`config.mk`:
```
export PLATFORM = sky130hd
export DESIGN_NAME = ahb_sram_slave
export DESIGN_NICKNAME = d
export VERILOG_FILES = /design/src/rtl/ahb_sram_slave.sv
export SDC_FILE = /design/constraint.sdc
export NUM_CORES = 1
export LEC_CHECK = 0
export ABC_CLOCK_PERIOD_IN_PS = 4600
export BUFFER_PORTS_ARGS = -buffer_cell sky130_fd_sc_hd__buf_2
export CAP_MARGIN = 20
export CORE_AREA = 2 2 74 76
export CTS_BUF_LIST = sky130_fd_sc_hd__clkbuf_4 sky130_fd_sc_hd__clkbuf_8 sky130_fd_sc_hd__clkbuf_16
export CTS_CLUSTER_DIAMETER = 120
export DETAILED_ROUTE_END_ITERATION = 7
export DIE_AREA = 0 0 76 78
export PLACE_DENSITY = 0.81
export SYNTH_ARGS = -nofsm -noshare
export SYNTH_HDL_FRONTEND = slang
export SYNTH_SLANG_ARGS = --single-unit
export TNS_END_PERCENT = 50
```
`constraint.sdc`:
```
create_clock -name clk -period 4.6 [get_ports clk]
set_clock_uncertainty 0.2 [all_clocks]
set_input_delay 1.38 -clock clk [delete_from_list [all_inputs] [get_ports clk]]
set_output_delay 1.38 -clock clk [all_outputs]
set_load 0.02 [all_outputs]
```
`src/rtl/ahb_sram_slave.sv`:
```
// rtl/ahb_sram_slave.sv - AHB-Lite responder in front of a single-port synchronous SRAM
`ifndef AHB_TRANS_BITS
`define AHB_TRANS_BITS 2
`endif
`ifndef AHB_SIZE_BITS
`define AHB_SIZE_BITS 3
`endif

module ahb_sram_slave #(
   parameter int ADDR_WIDTH  = 14,
   parameter int WAIT_STATES = 0
) (
   input  logic                        clk,
   input  logic                        rst,
   input  logic                        HSel,
   input  logic [31:0]                 HAddress,
   input  logic [`AHB_TRANS_BITS-1:0]  HTrans,
   input  logic [`AHB_SIZE_BITS-1:0]   HSize,
   input  logic                        HWrite,
   input  logic [31:0]                 HWrite_data,
   input  logic                        HReady,
   output logic                        HReadyOut,
   output logic [1:0]                  HResp,
   output logic [31:0]                 HRead_data,
   output logic                        mem_cs,
   output logic [3:0]                  mem_we,
   output logic [ADDR_WIDTH-1:0]       mem_addr,
   output logic [31:0]                 mem_wdata,
   input  logic [31:0]                 mem_rdata
);

   typedef enum logic [2:0] {S_IDLE, S_WR, S_RD_WAIT, S_RD_DATA, S_ERR1, S_ERR2} state_t;

   state_t                  state, state_nxt;
   logic [3:0]              cnt, cnt_nxt;
   logic [ADDR_WIDTH-1:0]   addr_q, addr_nxt;
   logic [3:0]              be_q, be_nxt;
   logic [3:0]              be_calc;
   logic                    legal;
   logic                    accept;
   logic                    unused_addr_bits;

   assign unused_addr_bits = &{1'b0, HAddress[31:ADDR_WIDTH+2]};

   // HReadyOut is only high in IDLE or the last cycle of a data phase, so this also gates pipelining
   assign accept = HSel & HReady & HTrans[1] & HReadyOut;

   always_comb begin
      legal   = 1'b0;
      be_calc = 4'b0000;
      case (HSize)
         `AHB_SIZE_BITS'(0): begin
            legal   = 1'b1;
            be_calc = 4'b0001 << HAddress[1:0];
         end
         `AHB_SIZE_BITS'(1): begin
            legal   = ~HAddress[0];
            be_calc = HAddress[1] ? 4'b1100 : 4'b0011;
         end
         `AHB_SIZE_BITS'(2): begin
            legal   = (HAddress[1:0] == 2'b00);
            be_calc = 4'b1111;
         end
         default: begin
            legal   = 1'b0;
            be_calc = 4'b0000;
         end
      endcase
   end

   always_ff @(posedge clk) begin
      if (rst) begin
         state  <= S_IDLE;
         cnt    <= 4'd0;
         addr_q <= '0;
         be_q   <= 4'b0000;
      end else begin
         state  <= state_nxt;
         cnt    <= cnt_nxt;
         addr_q <= addr_nxt;
         be_q   <= be_nxt;
      end
   end

   always_comb begin
      state_nxt = state;
      cnt_nxt   = cnt;
      addr_nxt  = addr_q;
      be_nxt    = be_q;
      case (state)
         S_IDLE:    state_nxt = S_IDLE;
         S_WR: begin
            if (cnt != 4'd0) cnt_nxt = cnt - 4'd1;
            else             state_nxt = S_IDLE;
         end
         S_RD_WAIT: begin
            if (cnt != 4'd0) cnt_nxt = cnt - 4'd1;
            else             state_nxt = S_RD_DATA;
         end
         S_RD_DATA: state_nxt = S_IDLE;
         S_ERR1:    state_nxt = S_ERR2;
         S_ERR2:    state_nxt = S_IDLE;
         default:   state_nxt = S_IDLE;
      endcase
      if (accept) begin
         addr_nxt = HAddress[ADDR_WIDTH+1:2];
         be_nxt   = be_calc;
         cnt_nxt  = 4'(WAIT_STATES);
         if (!legal)      state_nxt = S_ERR1;
         else if (HWrite) state_nxt = S_WR;
         else             state_nxt = S_RD_WAIT;
      end
   end

   // SRAM strobes are suppressed while rst is high so reset never causes an access
   always_comb begin
      HReadyOut  = 1'b1;
      HResp      = 2'b00;
      HRead_data = 32'h0;
      mem_cs     = 1'b0;
      mem_we     = 4'b0000;
      mem_addr   = '0;
      mem_wdata  = 32'h0;
      case (state)
         S_WR: begin
            if (cnt != 4'd0) begin
               HReadyOut = 1'b0;
            end else if (!rst) begin
               mem_cs    = 1'b1;
               mem_we    = be_q;
               mem_addr  = addr_q;
               mem_wdata = HWrite_data;
            end
         end
         S_RD_WAIT: begin
            HReadyOut = 1'b0;
            if (cnt == 4'd0 && !rst) begin
               mem_cs   = 1'b1;
               mem_addr = addr_q;
            end
         end
         S_RD_DATA: HRead_data = mem_rdata;
         S_ERR1: begin
            HReadyOut = 1'b0;
            HResp     = 2'b01;
         end
         S_ERR2:    HResp = 2'b01;
         default:   HReadyOut = 1'b1;
      endcase
   end

endmodule
```
==> results by group, run 1 <==
Job
  • Max-cap violations: 0

Global route
  • Largest net degree at the start of global routing: 38
  • Initial antenna violation count: 0
  • Aggregate global routing overflow: 0
  • GRT Overall Usage: 18.6%
  • Global-route wire length before repair: 9.18 mm
  • Vias in the first global route: 1,959

Detailed routing
  • DRC Markers: 0
  • Vias per inst: 4.72
  • Final ANT Viol Nets: 0
  • DRT iter0 DRCs: 91
  • WL/cell: 12.5 um
  • Vias: 2,204
  • Total wire length: 5.85 mm
  • DR pass1 iterations: 4

STA
  • RSZ-0062 raised after global routing: false
  • Setup TNS: 0 ns
  • Minimum clock period: 4.01 ns
  • Final Worst Setup Slack: 0.591 ns
  • Count of pins over their slew limit: 0
  • Final Hold Fails: 0
  • Setup violators final: 0
  • Fmax achieved: 249 MHz
  • Post-route clock period utilization: 87.2%

Synth
  • Distinct cells, synth: 37
  • Post-synthesis sequential area ratio: 28.0%
  • Synth Register Bits: 25
  • Top post-synthesis cells by area: dfxtp_1 (28%), and2_1 (17%), and3_1 (11%)
  • Yosys top cell by area: dfxtp_1
  • Synth Instances: 234
  • Post-synth top area share: 28.0%
  • Syn_nets: 342
  • Syn_area_per_cell: 7.65 um^2
  • Mapped cell area: 0.00179 mm^2
  • YS warnings: 0

Setup path
  • Crit-path max FO: 36
  • Critical path launch point type: primary input
  • CP max stage delay: 0.28 ns
  • Crit path capture type: output pin
  • Crit path buf inv count: 3
  • WP data arrival: 2.43 ns
  • Most used cell, CP: buf_2
  • Delay-heaviest family, CP: buffers and inverters
  • CP max stage cell: buf_4
  • Worst path cell trace: buf_2 -> nor3_2 -> buf_4 -> and2_1 -> buf_2
  • R2R depth: 6
  • Stages on the worst setup path: 5
  • WS Path Type: in -> out
  • Req. time, crit path: 3.02 ns

Placement
  • Place WS: 0.599 ns
  • DP Area: 0.00269 mm^2
  • Placed insts: 463
  • DP HPWL: 4.57 mm
  • Port bufs: 173
  • Final GP Congestion: 0.946

Cells and area
  • Most common cell after layout, fill and taps aside: buf_2
  • Total of fill cells in the finished design: 464
  • Diode count: 0
  • NumNets Final: 506
  • Layout cell share with drive strength beyond 1: 47.9%
  • Final Instance Count excl. Fillers: 467
  • Commonest non-fill, non-tap cells in the layout: buf_2 (173), and2_1 (50), nand2_1 (33)
  • Design area: 0.00274 mm^2
  • Synthesis-to-layout area growth: 53.1%

Clocking
  • Clock latency at the later pin of the worst-skew pair: 0.26 ns
  • Cts bufs inserted: 3
  • Root Driver: clkbuf_8
  • Clock slew at reported path FFs: 0.08 ns
  • CTS tree: done
  • Resized cells post-CTS: 0
  • H-tree depth: 1
  • Largest buffer count on any clock path: 2
  • Setup bufs post-CTS: 0
  • Hold buffer count at CTS: 0
  • Clk sink count: 25

Floorplan
  • Die footprint: 0.00593 mm^2
  • # rows: 26
  • Die width: 76 um
  • Die height: 78 um
  • Top-Level Pins: 192
  • Initial Util: 35.5%
  • Core region area: 0.00504 mm^2

Power and ir drop
  • Seq pwr share: 49.9%
  • Int Pwr: 336 uW
  • NetSw: 116 uW
  • Sw frac: 25.7%
  • Comb pwr share: 20.6%
  • Pwr Total: 452 uW
  • Power per cell area: 165 mW/mm^2
  • P_leak: 1.66 nW
  • VDD IR max: 0.000169 V
  • Clock power share: 29.5%

Min path
  • Hold Path Depth: 2
  • Worst hold path type: reg -> reg

Outcome
  • Run status: finished, final reports clean
power by group through the flow:
| stage | clock network, mW | logic, mW | registers [mW] |
|---|---|---|---|
| after global routing | 0.144 | 0.103 | 0.227 |
| after global placement | 0 | 0.0907 | 0.230 |
| final | 0.133 | 0.0931 | 0.226 |
| after detailed placement | 0 | 0.0925 | 0.231 |
| after CTS | 0.137 | 0.0930 | 0.226 |
| after floorplan | 0 | 0.0466 | 0.230 |
path summary, 6_finish.rpt:
path / startpoint / end / slack (ns)
hold reg to reg: addr_q[8]$_SDFFE_PP0P_ / addr_q[8]$_SDFFE_PP0P_ / 0.25
hold / removal: addr_q[8]$_SDFFE_PP0P_ / addr_q[8]$_SDFFE_PP0P_ / 0.25
setup reg to reg: state[0]$_SDFFE_PP0P_ / cnt[1]$_SDFFE_PP0P_ / 2.56
setup / recovery: rst / mem_wdata[2] / 0.59
synthesized netlist by cell type:
cell type / count
nor2_1: 9
nand3_1: 1
nand2_1: 33
dfxtp_1: 25
nor2b_1: 5
buf_2: 4
nor4_2: 1
ha_1: 2
a211oi_1: 1
nor4_1: 1
a2111oi_2: 1
inv_1: 3
nor2_2: 1
o31ai_2: 1
mux2i_1: 19
nor3b_2: 1
buf_1: 1
conb_1: 1
and2_1: 50
o21ba_1: 1
and3_1: 32
a21oi_1: 3
xnor2_1: 3
a21boi_0: 1
or3_1: 2
nor3b_1: 1
nor3_2: 1
buf_4: 3
or3b_1: 1
o22ai_1: 1
buf_6: 1
nand2b_1: 1
nor3_1: 6
o21ai_0: 4
a32o_1: 2
inv_2: 1
clkbuf_1: 10
through the flow:
| step | util [%] | hold WS, ns |
|---|---|---|
| after floorplan | - | 0.230 |
| after global placement | 53.3 | 0.238 |
| after detailed placement | 53.3 | 0.246 |
| after CTS | 54.3 | 0.260 |
| after global routing | 54.3 | 0.281 |
| final | 54.3 | 0.254 |
cell type report:
cell class,instances,area [um^2],share of cell area [%]
Tap cell,70,87.6,3.20
Timing Repair Buffer,178,903,33.0
Sequential cell,25,500,18.3
Clock buffer,4,48.8,1.78
Inverter,4,15.0,0.548
Multi-Input combinational cell,186,1180,43.2
worst min-delay path: cells and delay by family, from the launching register on:
kind             cells  cell delay (ns)
DFF                  1             0.31
and+or+nand+nor      1             0.05
muxes                1             0.05
layer usage:
layer | wire length (um) | up-vias | part of all wire [%] | GRT usage, %
met5 | 0 | - | 0 | 0
met4 | 80 | 0 | 1.4 | 4.55
met3 | 569 | 8 | 9.7 | 3.72
met2 | 2580 | 118 | 44 | 30.4
met1 | 2620 | 979 | 45 | 25.2
li1 | - | 1099 | - | -
kinds of logic after synthesis:
logic type / synth area share (%)
AOI/OAI and AO/OA: 6.36
buffers and inverters: 6.15
and+or+nand+nor: 45.8
muxes: 10.6
adders and majority gates: 1.40
xor gates and xnor gates: 1.47
DFF: 28.0
other: 0.210
registers in the layout, summed over array words and instances (netlist names):
signal	flops
be_q	4
state	3
addr_q	14
cnt	4
No activity file was read; power rests on OpenSTA's default activity.
==> inputs of run 2 (changes only) <==
- CORE_AREA: 2 2 74 76 -> not set
- CORE_MARGIN: not set -> 10
- CORE_UTILIZATION: not set -> 38
- DIE_AREA: 0 0 76 78 -> not set
- PLACE_DENSITY: 0.81 -> 0.87
- RECOVER_POWER: not set -> 100
==> results by group, run 2 (synthesis gave the netlist of run 1 again) <==
Power and ir drop
  • P_leak: 1.44 nW (-13%)
  • Pwr Total: 452 uW (+0.10%)
  • Power per cell area: 171 mW/mm^2 (+3.9%)
  • VDD IR max: 0.000230 V (+36%)

Cells and area
  • Final Instance Count excl. Fillers: 449 (-3.9%)
  • Post-Route Utilization: 59.4% (+5.1 points)
  • Max FFs per register: 14 (unchanged)
  • Total of fill cells in the finished design: 437 (-5.8%)
  • Layout cell share with drive strength beyond 1: 34.8% (-13 points)
  • Most common cell after layout, fill and taps aside: buf_2
  • Synthesis-to-layout area growth: 47.6%
  • NumNets Final: 506 (unchanged)
  • Largest registers: addr_q x14, be_q x4, cnt x4
  • Diode count: 0 (unchanged)
  • Commonest non-fill, non-tap cells in the layout: buf_2 (125), clkbuf_1 (49), and2_1 (48)
  • Top reg by flops: addr_q

Global route
  • Aggregate global routing overflow: 0 (unchanged)
  • Vias in the first global route: 2,037 (+4.0%)
  • Largest net degree at the start of global routing: 38 (unchanged)
  • Global-route wire length before repair: 10.4 mm (+13%)
  • GRT Overall Usage: 16.4% (-2.2 points)
  • Initial antenna violation count: 0 (unchanged)

Detailed routing
  • Final ANT Viol Nets: 0 (unchanged)
  • DR pass1 iterations: 4 (unchanged)
  • Vias: 2,150 (-2.5%)
  • DRC Markers: 0 (unchanged)
  • WL/cell: 15.8 um (+26%)
  • Total wire length: 7.11 mm (+21%)
  • DRT iter0 DRCs: 71 (-22%)
  • Vias per inst: 4.79 (+1.5%)

Setup path
  • WS Path Type: in -> out
  • CP max stage delay: 0.41 ns (+0.13 ns)
  • Critical path launch point type: primary input
  • Crit-path max FO: 32 (-11%)
  • Reg2reg setup slack: 1.90 ns (-0.66 ns)
  • R2R depth: 7 (+1)
  • R2r startpoint: cnt[0]$_SDFFE_PP0P_
  • Req. time, crit path: 3.02 ns (about the same)
  • Worst setup path startpoint: rst
  • CP max stage cell: nor3_2
  • Worst path cell trace: clkbuf_1 -> nor3_2 -> buf_4 -> and2_1 -> buf_2
  • WP data arrival: 2.72 ns (+0.29 ns)
  • CP Capture Point: mem_wdata[9]
  • Worst r2r dst: addr_q[10]$_SDFFE_PP0P_
  • Crit path capture type: output pin

Floorplan
  • Initial Util: 40.3% (+4.8 points)
  • Top-Level Pins: 192 (unchanged)
  • Core region area: 0.00444 mm^2 (-12%)
  • Die footprint: 0.00785 mm^2 (+32%)
  • # rows: 24 (-7.7%)
  • Die width: 88.6 um (+17%)
  • Die height: 88.6 um (+14%)

Clocking
  • Clk sink count: 25 (unchanged)
  • Root Driver: clkbuf_8
  • H-tree depth: 1 (unchanged)
  • Setup bufs post-CTS: 0 (unchanged)
  • CTS tree: done
  • Hold buffer count at CTS: 0 (unchanged)
  • Largest buffer count on any clock path: 2 (unchanged)
  • Clock latency at the later pin of the worst-skew pair: 0.26 ns (about the same)
  • Resized cells post-CTS: 0 (unchanged)
  • Clock slew at reported path FFs: 0.08 ns (about the same)
  • Cts bufs inserted: 3 (unchanged)

STA
  • Setup violators final: 0 (unchanged)
  • Final Worst Setup Slack: 0.305 ns (-0.286 ns)
  • Setup TNS: 0 ns (unchanged)
  • Minimum clock period: 4.30 ns (+0.286 ns)
  • Worst slew pin tran: 1.28 ns
  • RSZ-0062 raised after global routing: false
  • Post-route clock period utilization: 93.4% (+6.2 points)
  • Slew HR: 14.8%
  • Final Hold Fails: 0 (unchanged)
  • Count of pins over their slew limit: 0 (unchanged)
  • Fmax achieved: 233 MHz (-6.7%)

Min path
  • Worst hold path type: reg -> reg

Placement
  • Port bufs: 173 (unchanged)
  • DP HPWL: 6.05 mm (+32%)
  • Placed insts: 445 (-3.9%)
  • Final GP Congestion: 0.809 (-14%)
  • Place WS: 0.430 ns (-0.168 ns)

Outcome
  • Run status: finished, final reports clean

Job
  • Max-cap violations: 0 (unchanged)
## run 2: cell count changes in the layout (fill, tap and decap cells not counted), sizes merged
cell    delta
clkbuf    +49
buf       -49
## run 2: metal layers
metal	track usage, %	routed length (um)	up-vias
met5	0	0	-
met4	4.85	91	0
met1	16.5	2570	953
li1	-	-	1102
met3	6.71	872	8
met2	30.2	3570	87
## run 2: layout make-up
| class | instances | area, um^2 | share of cell area (%) |
|---|---|---|---|
| clock buffers | 4 | 48.8 | 1.85 |
| inverters | 4 | 15.0 | 0.569 |
| multi-input cells | 186 | 1170 | 44.4 |
| flip-flops and latches | 25 | 500 | 19.0 |
| well taps | 52 | 65.1 | 2.46 |
| repair buffers | 178 | 840 | 31.8 |
## run 2: worst min-delay path by stage
stage,from,end,slack (ns),depth (start not counted)
global placement,addr_q[9]$_SDFFE_PP0P_,addr_q[9]$_SDFFE_PP0P_,0.24,2
floorplan,addr_q[0]$_SDFFE_PP0P_,addr_q[0]$_SDFFE_PP0P_,0.23,2
finish,addr_q[3]$_SDFFE_PP0P_,addr_q[3]$_SDFFE_PP0P_,0.26,2
CTS,addr_q[3]$_SDFFE_PP0P_,addr_q[3]$_SDFFE_PP0P_,0.26,2
detailed placement,addr_q[3]$_SDFFE_PP0P_,addr_q[3]$_SDFFE_PP0P_,0.25,2
global route,addr_q[9]$_SDFFE_PP0P_,addr_q[9]$_SDFFE_PP0P_,0.28,2
## run 2: where the power goes
group	internal (mW)	switching, mW
clock network	0.0677	0.0663
logic	0.0451	0.0475
registers	0.222	0.00328
total	0.335	0.117
## run 2: worst max-delay path, delay by kind of cell
family        cells  cell delay, ns
simple gates      2            0.58
buf+inv           3            0.75
## run 2: through the flow
step / area, um^2 / hold slack (ns)
global placement: 2670 / 0.237
global route: 2640 / 0.280
detailed placement: 2670 / 0.245
finish: 2640 / 0.256
floorplan: 1790 / 0.230
CTS: 2720 / 0.257
==> inputs of run 3 (changes only) <==
--- a/config.mk
+++ b/config.mk
@@ -13,3 +13,3 @@
 export CTS_BUF_LIST = sky130_fd_sc_hd__clkbuf_4 sky130_fd_sc_hd__clkbuf_8 sky130_fd_sc_hd__clkbuf_16
-export CTS_CLUSTER_DIAMETER = 120
+export CTS_CLUSTER_DIAMETER = 100
 export DETAILED_ROUTE_END_ITERATION = 7
==> constraint.sdc (replaced) <==
create_clock -name clk -period 4.6 [get_ports clk]
set_clock_uncertainty 0.2 [all_clocks]
set_input_delay 0.92 -clock clk [delete_from_list [all_inputs] [get_ports clk]]
set_output_delay 0.92 -clock clk [all_outputs]
set_load 0.02 [all_outputs]
==> results by group, run 3 (synthesis gave the netlist of run 1 again) <==
Cells and area
  • Diode count: 0 (unchanged)
  • Synthesis-to-layout area growth: 45.0%
  • Commonest non-fill, non-tap cells in the layout: buf_2 (102), clkbuf_1 (74), and2_1 (40)
  • Most common cell after layout, fill and taps aside: buf_2
  • Layout cell share with drive strength beyond 1: 28.2% (-6.5 points)
  • Top reg by flops: addr_q
  • Largest registers: addr_q x14, be_q x4, cnt x4
  • NumNets Final: 506 (unchanged)
  • Max FFs per register: 14 (unchanged)
  • Post-Route Utilization: 58.4% (-1.0 points)

Floorplan
  • Initial Util: 40.3% (unchanged)
  • Die footprint: 0.00785 mm^2 (unchanged)
  • Die width: 88.6 um (unchanged)
  • Core region area: 0.00444 mm^2 (unchanged)
  • Top-Level Pins: 192 (unchanged)
  • Die height: 88.6 um (unchanged)
  • # rows: 24 (unchanged)

Power and ir drop
  • NetSw: 120 uW (+2.4%)
  • Seq pwr share: 50.4% (+0.5 points)
  • Sw frac: 26.8% (+0.90 points)
  • P_leak: 1.31 nW (-9.0%)
  • VDD IR max: 0.000187 V (-19%)
  • Int Pwr: 328 uW (-2.3%)
  • Clock power share: 29.2% (-0.4 points)
  • Comb pwr share: 20.4% (about the same)
  • Power per cell area: 172 mW/mm^2 (+0.62%)

Detailed routing
  • Vias: 2,141 (-0.42%)
  • DRT iter0 DRCs: 51 (-28%)
  • DRC Markers: 0 (unchanged)
  • Vias per inst: 4.77 (-0.42%)
  • WL/cell: 16.0 um (+0.90%)
  • Total wire length: 7.17 mm (+0.90%)
  • DR pass1 iterations: 4 (unchanged)
  • Final ANT Viol Nets: 0 (unchanged)

Setup path
  • Worst path cell trace: buf_4 -> or3b_1 -> nor3_1 -> buf_4 -> and2_1 -> clkbuf_1
  • R2R depth: 6 (-1)
  • CP max stage cell: nor3_1
  • R2r startpoint: state[2]$_SDFFE_PP0P_
  • Critical path launch point type: register
  • Most used cell, CP: buf_4
  • CP max stage delay: 0.47 ns (+0.06 ns)
  • Reg2reg setup slack: 1.62 ns (-0.28 ns)
  • WS Path Type: reg -> out
  • Worst r2r dst: addr_q[2]$_SDFFE_PP0P_
  • Crit-path max FO: 37 (+16%)
  • WP data arrival: 2.51 ns (-0.21 ns)
  • Crit path capture type: output pin
  • Req. time, crit path: 3.48 ns (+0.46 ns)

Global route
  • Initial antenna violation count: 0 (unchanged)
  • GRT Overall Usage: 16.6% (+0.25 points)
  • Aggregate global routing overflow: 0 (unchanged)
  • Largest net degree at the start of global routing: 38 (unchanged)
  • Global-route wire length before repair: 10.6 mm (+2.7%)
  • Vias in the first global route: 2,088 (+2.5%)

Placement
  • Final GP Congestion: 0.774 (-4.3%)
  • DP HPWL: 6.07 mm (+0.46%)
  • Port bufs: 173 (unchanged)

Job
  • Max-cap violations: 0 (unchanged)

Min path
  • Worst hold path type: reg -> reg
  • HP Start: addr_q[6]$_SDFFE_PP0P_
  • Hold Path Depth: 2 (unchanged)
  • Hold EP: addr_q[6]$_SDFFE_PP0P_

Clocking
  • Cts bufs inserted: 3 (unchanged)
  • H-tree depth: 1 (unchanged)
  • Hold buffer count at CTS: 0 (unchanged)
  • Clk sink count: 25 (unchanged)
  • Clock slew at reported path FFs: 0.09 ns (about the same)
  • CTS tree: done
  • Setup bufs post-CTS: 0 (unchanged)
  • Root Driver: clkbuf_8
  • Resized cells post-CTS: 0 (unchanged)
  • Largest buffer count on any clock path: 2 (unchanged)
  • Clock latency at the later pin of the worst-skew pair: 0.26 ns (about the same)

STA
  • Post-route clock period utilization: 78.9% (-14 points)
  • Setup violators final: 0 (unchanged)
  • Worst slew pin tran: 1.26 ns (-0.0210 ns)
  • Fmax achieved: 276 MHz (+18%)
  • RSZ-0062 raised after global routing: false
  • Slew HR: 16.2% (+1.4 points)
  • Final Hold Fails: 0 (unchanged)
  • Setup TNS: 0 ns (unchanged)
  • Count of pins over their slew limit: 0 (unchanged)
  • Minimum clock period: 3.63 ns (-0.665 ns)

Outcome
  • Run status: finished, final reports clean
==> run 3: cell types whose count changed in the layout (fill, tap and decap cells not counted), moves of 2 or more <==
cell	before	now
and2_1	48	40
nor3_2	2	0
and2_0	2	10
nor3_1	5	7
buf_4	4	2
clkbuf_1	49	74
buf_2	125	102
==> run 3: power groups by stage <==
stage	Combinational [mW]	Sequential (mW)	Clock [mW]
floorplan	0.0466	0.230	0
global placement	0.0906	0.230	0
detailed placement	0.0936	0.231	0
CTS	0.0939	0.226	0.136
global route	0.102	0.226	0.143
finish	0.0913	0.226	0.131
==> run 3: worst max path at each step <==
stage | depth (start not counted) | slack [ns] | end | from
after floorplan | 3 | 1.55 | mem_addr[11] | rst
after global placement | 5 | 1.36 | mem_wdata[17] | rst
after detailed placement | 5 | 1.34 | mem_wdata[28] | rst
after CTS | 6 | 1.24 | mem_wdata[28] | state[0]$_SDFFE_PP0P_
after global routing | 6 | 0.73 | mem_wdata[2] | state[0]$_SDFFE_PP0P_
final | 6 | 0.97 | mem_wdata[9] | state[0]$_SDFFE_PP0P_
==> run 3: metrics by stage <==
| step | power, mW | instances | setup slack (ns) | hold slack, ns | area (um^2) |
|---|---|---|---|---|---|
| global placement | 0.321 | 445 | 1.36 | 0.237 | 2670 |
| global route | 0.471 | 449 | 0.731 | 0.278 | 2590 |
| detailed placement | 0.324 | 445 | 1.34 | 0.245 | 2670 |
| finish | 0.447 | 449 | 0.970 | 0.256 | 2590 |
| floorplan | 0.277 | 234 | 1.55 | 0.230 | 1790 |
| CTS | 0.455 | 449 | 1.24 | 0.260 | 2720 |
==> run 3: area by class of cell <==
type | count | area, um^2
Sequential cell | 25 | 500
Fill cell | 467 | 1850
Multi-Input combinational cell | 186 | 1160
Inverter | 4 | 15.0
Timing Repair Buffer | 178 | 803
Clock buffer | 3 | 41.3
Tap cell | 52 | 65.1
Clock inverter | 1 | 7.51
==> run 3: critical path, delay by kind of cell (launching register included) <==
kind                   cells  cell delay [ns]
AND/OR/NAND/NOR            3             1.07
buffers and inverters      3             0.86
flip-flops                 1             0.31
==> run 3: routing by layer <==
layer	GRT usage [%]	wire length (um)	vias to the layer above
li1	-	-	1101
met1	16.6	2570	942
met2	32.0	3640	90
met3	6.43	885	8
met4	3.08	70	0
met5	0	0	-
